<file path="src/rtl/mem_arbiter_pkg.sv">
// Shared types and constants for the main-memory / lock arbiter.
package mem_arbiter_pkg;

    localparam int LOCK_W    = 4;
    localparam int NUM_LOCKS = 16;
    localparam int ADR_W     = 16;

    typedef enum logic [1:0] {
        IDLE,
        ISSUE,
        ACK
    } mem_state_t;

    typedef struct packed {
        logic       valid;
        logic [2:0] owner;
    } lock_entry_t;

endpackage

</file>
<file path="src/rtl/mem_arbiter_rr.sv">
// Round-robin arbiter: search starts one past the last granted requester.
module rr_arbiter #(
    parameter int N = 8
) (
    input  logic                 clk,
    input  logic                 reset,
    input  logic [N-1:0]         req,
    input  logic                 advance,
    output logic [N-1:0]         grant,
    output logic [$clog2(N)-1:0] idx,
    output logic                 any
);

    logic [$clog2(N)-1:0] ptr;

    // Walk downwards so the requester closest to ptr is written last and wins.
    always_comb begin
        int j;
        j     = 0;
        grant = '0;
        idx   = '0;
        any   = 1'b0;
        for (int i = N - 1; i >= 0; i--) begin
            j = int'(ptr) + i;
            if (j >= N) j = j - N;
            if (req[j]) begin
                idx = ($clog2(N))'(j);
                any = 1'b1;
            end
        end
        if (any) grant[idx] = 1'b1;
    end

    always_ff @(posedge clk) begin
        if (reset) begin
            ptr <= '0;
        end else if (advance && any) begin
            if (idx == ($clog2(N))'(N - 1)) ptr <= '0;
            else                             ptr <= idx + 1'b1;
        end
    end

endmodule

</file>
<file path="src/rtl/mem_arbiter.sv">
// Serialises per-core memory and lock requests onto one main_mem port.
// Lock table is built only when MEM_ARBITER_LOCK_EN is defined.
module mem_arbiter
    import mem_arbiter_pkg::*;
#(
    parameter int C = 8
) (
    input  logic              clk,
    input  logic              reset,
    input  logic [C-1:0]      main_mem_read_request,
    input  logic [C-1:0]      main_mem_write_request,
    input  logic [C*16-1:0]   main_mem_read_adr,
    input  logic [C*16-1:0]   main_mem_write_adr,
    input  logic [C*16-1:0]   main_mem_write_dat,
    output logic [15:0]       mem_adr,
    output logic              mem_we,
    output logic [15:0]       mem_wdat,
    input  logic [15:0]       mem_rdat,
    output logic [15:0]       main_mem_dat,
    output logic [C-1:0]      main_mem_ac,
    input  logic [C*4-1:0]    lock_adr,
    input  logic [C-1:0]      lock_en,
    input  logic [C-1:0]      unlock_en,
    output logic [C-1:0]      lock_ac
);

    localparam int CW = $clog2(C);

    mem_state_t state, state_nxt;

    logic [C-1:0]  mem_req;
    logic [C-1:0]  mem_gnt;
    logic [CW-1:0] mem_idx;
    logic          mem_any;
    logic [CW-1:0] win;
    logic          win_we;
    logic          sel_we;
    logic [15:0]   sel_adr;
    logic [15:0]   sel_dat;

    assign mem_req = main_mem_read_request | main_mem_write_request;

    rr_arbiter #(.N(C)) u_mem_rr (
        .clk     (clk),
        .reset   (reset),
        .req     (mem_req),
        .advance (state == IDLE),
        .grant   (mem_gnt),
        .idx     (mem_idx),
        .any     (mem_any)
    );

    // A core's write outranks its own read; the read waits for a later slot.
    always_comb begin
        sel_we  = main_mem_write_request[mem_idx];
        sel_dat = main_mem_write_dat[mem_idx*ADR_W +: ADR_W];
        if (sel_we) sel_adr = main_mem_write_adr[mem_idx*ADR_W +: ADR_W];
        else        sel_adr = main_mem_read_adr[mem_idx*ADR_W +: ADR_W];
    end

    always_comb begin
        state_nxt = state;
        unique case (state)
            IDLE:    if (mem_any) state_nxt = ISSUE;
            ISSUE:   state_nxt = ACK;
            ACK:     state_nxt = IDLE;
            default: state_nxt = IDLE;
        endcase
    end

    always_ff @(posedge clk) begin
        if (reset) begin
            state        <= IDLE;
            mem_adr      <= '0;
            mem_we       <= 1'b0;
            mem_wdat     <= '0;
            main_mem_dat <= '0;
            main_mem_ac  <= '0;
            win          <= '0;
            win_we       <= 1'b0;
        end else begin
            state       <= state_nxt;
            mem_we      <= 1'b0;
            main_mem_ac <= '0;
            if (state == IDLE && mem_any) begin
                win      <= mem_idx;
                win_we   <= sel_we;
                mem_adr  <= sel_adr;
                mem_wdat <= sel_dat;
                mem_we   <= sel_we;
            end
            if (state == ISSUE) begin
                if (!win_we) main_mem_dat <= mem_rdat;
                main_mem_ac[win] <= 1'b1;
            end
        end
    end

`ifdef MEM_ARBITER_LOCK_EN

    lock_entry_t   lock_tbl [NUM_LOCKS];
    logic [C-1:0]  lock_elig;
    logic [C-1:0]  lock_gnt;
    logic [CW-1:0] lock_idx;
    logic          lock_any;

    // Free or already ours; a core being acked this cycle is masked off.
    always_comb begin
        lock_elig = '0;
        for (int c = 0; c < C; c++) begin
            if (lock_en[c] && !lock_ac[c]) begin
                if (!lock_tbl[lock_adr[c*LOCK_W +: LOCK_W]].valid ||
                    lock_tbl[lock_adr[c*LOCK_W +: LOCK_W]].owner == 3'(c))
                    lock_elig[c] = 1'b1;
            end
        end
    end

    rr_arbiter #(.N(C)) u_lock_rr (
        .clk     (clk),
        .reset   (reset),
        .req     (lock_elig),
        .advance (1'b1),
        .grant   (lock_gnt),
        .idx     (lock_idx),
        .any     (lock_any)
    );

    always_ff @(posedge clk) begin
        if (reset) begin
            for (int i = 0; i < NUM_LOCKS; i++) lock_tbl[i] <= '0;
            lock_ac <= '0;
        end else begin
            for (int c = 0; c < C; c++) begin
                if (unlock_en[c] &&
                    lock_tbl[lock_adr[c*LOCK_W +: LOCK_W]].valid &&
                    lock_tbl[lock_adr[c*LOCK_W +: LOCK_W]].owner == 3'(c))
                    lock_tbl[lock_adr[c*LOCK_W +: LOCK_W]].valid <= 1'b0;
            end
            if (lock_any)
                lock_tbl[lock_adr[lock_idx*LOCK_W +: LOCK_W]] <=
                    {1'b1, 3'(lock_idx)};
            lock_ac <= lock_gnt;
        end
    end

`else

    logic unused_lock_inputs;
    assign unused_lock_inputs = ^{unlock_en, lock_adr};

    always_ff @(posedge clk) begin
        if (reset) lock_ac <= '0;
        else       lock_ac <= lock_en;
    end

`endif

endmodule
</file>
<file path="config.mk">
export PLATFORM = sky130hd
export DESIGN_NAME = mem_arbiter
export DESIGN_NICKNAME = d
export VERILOG_FILES = /design/src/rtl/mem_arbiter_pkg.sv /design/src/rtl/mem_arbiter_rr.sv /design/src/rtl/mem_arbiter.sv
export SDC_FILE = /design/constraint.sdc
export NUM_CORES = 1
export LEC_CHECK = 0
export BUFFER_PORTS_ARGS = -buffer_cell sky130_fd_sc_hd__buf_2
export CAP_MARGIN = 10
export CORE_AREA = 2 2 204 206
export CTS_BUF_LIST = sky130_fd_sc_hd__clkbuf_8
export CTS_CLUSTER_SIZE = 14
export DETAILED_ROUTE_END_ITERATION = 8
export DIE_AREA = 0 0 206 208
export GPL_TIMING_DRIVEN = 1
export PLACE_DENSITY = 0.43
export SLEW_MARGIN = 20
export SYNTH_ARGS = -nofsm -noshare
export SYNTH_HDL_FRONTEND = slang
export SYNTH_SLANG_ARGS = --single-unit
</file>
<file path="constraint.sdc">
create_clock -name clk -period 5.5 [get_ports clk]
set_input_delay 0.825 -clock clk [delete_from_list [all_inputs] [get_ports clk]]
set_output_delay 0.825 -clock clk [all_outputs]
set_load 0.01 [all_outputs]
</file>
# ---- Word-level counts from Yosys, hierarchy flattened
# Index checks and enable logic that the tools add are counted.
dict set report word_totals {
  regBits 74
}
dict set report classes {
  addsub 16
  magnitude_cmp 19
  n_eq_ne 3
  shift 3
  n_mux 56
  bitwise_logic 4
  n_reduce_logical 6
}
# cell n
set op_table {}
lappend op_table {{indexed part select 128 x 8 -> 16 bit} 3}
lappend op_table {{less-than comparator 32 x 5 -> 1 bit, second input constant} 8}
lappend op_table {{two-way mux 32 bit} 8}
lappend op_table {{greater-or-equal comparator 32 x 5 -> 1 bit, second input constant} 7}
lappend op_table {{subtractor 32 x 5 -> 32 bit, second input constant} 7}
lappend op_table {{binary-select mux 1 bit (select 3 bit)} 9}
lappend op_table {{two-way mux 3 bit} 9}
lappend op_table {{two-way mux 1 bit} 26}
lappend op_table {{adder 3 x 3 -> 4 bit, second input constant} 4}
lappend op_table {{two-way mux 16 bit} 1}
lappend op_table {{adder 3 x 2 -> 4 bit, second input constant} 2}
lappend op_table {{less-than comparator 3 x 4 -> 1 bit, second input constant} 2}
lappend op_table {{OR 8 bit} 1}
lappend op_table {{subtractor 3 x 4 -> 5 bit, second input constant} 1}
lappend op_table {{adder 3 x 1 -> 4 bit, second input constant} 1}
lappend op_table {{greater-or-equal comparator 3 x 4 -> 1 bit, second input constant} 1}
lappend op_table {{case mux 2 bit (2 select lines)} 1}
lappend op_table {{OR reduction 2 bit} 2}
lappend op_table {{adder 3 x 1 -> 3 bit, second input constant} 1}
lappend op_table {{demux 1 bit (select 3 bit)} 1}
lappend op_table {{== test 3 bit, second input constant} 1}
lappend op_table {{greater-or-equal comparator 3 x 1 -> 1 bit, second input constant} 1}
lappend op_table {{inverter 1 bit} 3}
lappend op_table {{== test 2 x 1 -> 1 bit, second input constant} 1}
lappend op_table {{5 further kinds} 6}

# ---- Longest topological paths before layout
dict set report logic_depth {
  word_depth 17
  mapped_depth 18
}

# ---- Cells and area by module
# From an unflattened synthesis, not the netlist that was laid out.
dict set report unflattened {
  hier_cells 665
  hier_area_um2 6508.7
}
# module n_inst cells_each area_per_inst_um2 seq_area_each_um2
set by_module_without_submodules {}
lappend by_module_without_submodules {mem_arbiter 1 540 5390.2 1421.4}
lappend by_module_without_submodules {rr_arbiter 1 125 1118.6 60.1}

# ---- Least setup slack after synthesis
# No wires, ideal clock.
dict set report synth_timing {
  path_type {flip-flop to flip-flop}
  from {register u_mem_rr.ptr[0]}
  to {register mem_adr[10]}
  setup_ps 134
  arrival_time_ps 4300
  t_required_ps 5366
  slack_ps 1066
  path_stages_with_launch 19
  synth_period_minus_slack_ps 4434
  path_cell_list {dfxtp_1 > buf_4 > inv_2 > buf_6 > ha_1 > xor2_1 > mux4_2 > a211o_1 > nor2_1 > o211ai_1 > o211ai_1 > nand4b_1 > or2_2 > clkbuf_1 > nand2_2 > buf_2 > mux2i_1 > o22ai_1 > or4_1}
}
dict set report synth_via {
  elab_chain_cells 17
}
# element line_no
set synth_lines {}
lappend synth_lines {{from (decl)} mem_arbiter_rr.sv:14} ;# logic [$clog2(N)-1:0] ptr;
lappend synth_lines {{from (signal assigned)} mem_arbiter_rr.sv:39} ;# else ptr <= idx + 1'b1;
lappend synth_lines {{parallel branches: the longest is 17 deep, another holds subtractor 32 x 5 -> 32 bit} --}
lappend synth_lines {{to (signal assigned)} mem_arbiter.sv:88} ;# mem_adr <= sel_adr;
lappend synth_lines {{to (decl)} mem_arbiter.sv:15} ;# output logic [15:0] mem_adr,
# Several ways; the timed one is not identified. The select of a mux whose other input is x is not followed.
# A chain may end at the register's enable or synchronous reset.

# ---- Worst setup path after layout
dict set report layout_timing {
  from {register u_mem_rr.ptr[0]}
  to {register mem_adr[2]}
}
# The elaborated chain is that of the path after synthesis.

==> metrics.md <==
| Metric | Value |
|---|---|
| Outcome | `complete, no violations` |
| Vias/cell | `roughly 4.5` |
| IO buf count | `490` |
| Worst R2R Setup Slack | `between 0.4 and 0.5 ns` |
| Row count | `74` |
| CP Data Required Time | `between 5 and 6 ns` |
| P_leak | `about 5.2 nW` |
| Routed WL | `about 36 mm` |
| Via count of the first global-routing pass | `~8.4k` |
| Global-route wire length before repair | `between 50 and 60 mm` |
| Worst-path maximum fanout | `17` |
| Initial antenna violation count | `3` |
| H-tree levels | `3` |
| Clk slew on worst S/H paths | `0.11 ns` |
| Synth async-reset ratio | `0` |
| DR WL/cell | `~19 um` |
| Warnings from Yosys | `0` |
| Rel. slew slack | `0.4143` |
| Syn nets | `approximately 1.3k` |
| CP Cell Sequence | `buf_4 -> ha_1 -> xnor2_1 -> mux4_2 -> mux2i_4 -> nor2_1 -> nand3_1 -> o21ai_2 -> nor2_2 -> nand2_1 -> a221o_1 -> a221oi_1 -> or4_1` |
| Hold crit path type | `flop to flop` |
| Hold worst-path end | `main_mem_dat[8]` |
| Core ar. | `0.04055 mm2` |
| Synth Cell Area | `about 0.0067 mm2` |
| Routability cong. | `0.9340` |
| Max-slew violation count | `0` |
| Most common cell after layout, fill and taps aside | `buf_2` |
| Post-CTS resize count | `0` |
| Pin count of the biggest net entering global routing | `53` |
| WP data arrival | `approximately 5.4 ns` |
| Final ANT Viol Nets | `0` |
| Seq/Total Area, Yosys | `0.2212` |
| Die ar. | `between 0.04 and 0.05 mm2` |
| Crit path kind | `flop to flop` |
| Remaining DRCs | `0` |
| Max Cap Viol | `0` |
| Commonest cells after routing, fill and taps aside | `buf_2, mux2i_1, nand2_1` |
| Post-DP HPWL | `29.73 mm` |
| Maximum vdd drop | `~0.19 mV` |
| I/O Pins | `~530` |
| Final nets | `roughly 1.8k` |
| Starting Density | `0.1651` |
| Drt first pass iters | `5` |
| CTS sink count | `74` |
| Worst Setup End Kind | `flop` |
| CTS tree | `built` |
| GRT Total Usage | `0.1620` |
| Latest clock arrival within the worst-skew pair | `about 0.40 ns` |
| Fmax achieved | `199.7 MHz` |
| Crit Reg-Reg Startpoint | `u_mem_rr.ptr[0]` |
| Number of synthesized flops with an enable pin | `0` |
| Layout cells sized above 1 | `0.4407` |
| Min-delay src | `main_mem_dat[8]` |
| Tmin final | `about 5 ns` |
| Cell count after synthesis | `858` |
| Final setup vio count | `0` |
| Fin crit share | `0.9103` |
| Unrepaired setup endpoints after global routing | `no` |
| Die Wd | `206 um` |
| FF+latch count, synth | `74` |
| Final Hold Fails | `0` |
| DR vias | `8,510` |
| Top_reg_cell synth | `dfxtp_1` |
| Worst Path Buf+Inv | `1` |
| Crit-path slowest cell | `nand2_1` |
| Placed cell count | `between 1.5k and 2k` |
| Synth cell types | `between 60 and 70` |
| Iteration-0 DRC Markers | `384` |
| Hold-fix buffers, CTS | `0` |
| Depth of the worst register-to-register path | `13` |
| Crit path largest cell delay | `0.72 ns` |
| Setup TNS | `0 ns` |
| Die Y-Extent | `about 210 um` |
| Post-CTS setup repair buffer count | `0` |
| Hold Crit Depth | `2` |
| Crit-path leading delay family | `simple AND/OR/NAND/NOR gates` |
| CTS Buf Count | `9` |
| Area grow syn2layout | `52.09%` |
| Clk root buf | `clkbuf_8` |
| Syn Area/Cell | `between 7 and 8 um2` |
| Clk_skew | `0.01327 ns` |
| Max clock buf depth | `2` |
| Reg2reg end | `mem_adr[2]` |
| Finished Layout Cells | `between 1.5k and 2k` |
| Total gr overflow | `0` |
| Worst Tran Pin Value | `0.8766 ns` |
| Pwr Density | `roughly 560 mW/mm2` |
| CP Launch Type | `flop` |
metal layers:
layer	wire length, um	vias up	GRT usage
met4	741	0	0.05197
met1	15440	3906	0.2035
met3	2686	26	0.02710
li1	-	4172	-
met2	17330	406	0.2791
met5	0	-	0
power breakdown:
| group | leakage (nW) | total [mW] | switching [mW] | internal (mW) |
|---|---|---|---|---|
| clock | 0.101 | 0.504 | 0.287 | 0.217 |
| sequential | 0.609 | 0.757 | 0.0804 | 0.676 |
| combinational | 4.48 | 4.42 | 2.54 | 1.88 |
| total | 5.19 | 5.68 | 2.91 | 2.77 |
worst max-delay path by stage:
stage	from	cells past startpoint	slack, ns	endpoint
detailed placement	main_mem_write_request[4]	14	0.24	mem_adr[2]
global placement	main_mem_write_request[4]	14	0.31	mem_adr[2]
global route	u_mem_rr.ptr[0]	13	0.14	mem_adr[2]
finish	u_mem_rr.ptr[0]	13	0.49	mem_adr[2]
CTS	u_mem_rr.ptr[0]	13	0.38	mem_adr[2]
floorplan	u_mem_rr.ptr[0]	18	1.07	mem_adr[10]
logic make-up after synthesis:
family,after synthesis,synth area share
fa+ha+maj,3,0.005606
flops,74,0.2212
mux,181,0.2898
buf+inv,78,0.04839
xor+xnor,5,0.006541
compound gates,214,0.2209
simple gates,303,0.2076
area by class of cell:
class	count	area, um2
Fill cell	4592	30370
Multi-Input combinational cell	706	4933
Clock buffer	9	123.9
Tap cell	532	665.6
Antenna cell	1	2.502
Sequential cell	74	1481
Timing Repair Buffer	540	2878
Clock inverter	7	81.33
Inverter	5	18.77
stage by stage:
| step | total power [mW] | worst slack (ns) | util | area, um2 | hold slack (ns) |
|---|---|---|---|---|---|
| after global routing | 6.140 | 0.1416 | 0.2511 | 10180 | 0.4766 |
| after detailed placement | 5.247 | 0.2432 | 0.2460 | 9975 | 0.4440 |
| after global placement | 5.227 | 0.3095 | 0.2460 | 9975 | 0.4402 |
| final | 5.677 | 0.4932 | 0.2511 | 10180 | 0.4572 |
| after CTS | 5.780 | 0.3779 | 0.2510 | 10180 | 0.4579 |
| after floorplan | 3.662 | 1.066 | - | 6696 | 0.4415 |
worst reg2reg max path: cells and delay by family, from the launching register on:
family,cells,cell delay [ns]
muxes,2,0.68
AOI/OAI and AO/OA,3,1.19
buffers and inverters,1,0.19
adders and majority gates,1,0.26
DFF,1,0.38
xor gates and xnor gates,1,0.44
and+or+nand+nor,5,1.82
sequential cells by signal, summed over array words and instances (netlist names), 2 cells and up:
name,cells
mem_adr,16
state,2
win,3
main_mem_dat,16
u_mem_rr.ptr,3
main_mem_ac,8
lock_ac,8
mem_wdat,16
cells in the mapped netlist, drive strengths merged, types with 17 or more instances:
library cell	number	share of area
a21oi	38	0.028
a221o	17	0.025
a31oi	18	0.017
buf	27	0.020
clkbuf	46	0.026
dfxtp	74	0.22
mux2i	169	0.25
nand2	132	0.075
nand3	45	0.034
nor2	56	0.031
o21ai	53	0.040
o22ai	17	0.016
or4	18	0.020
Power figures use the tool's default switching activity.
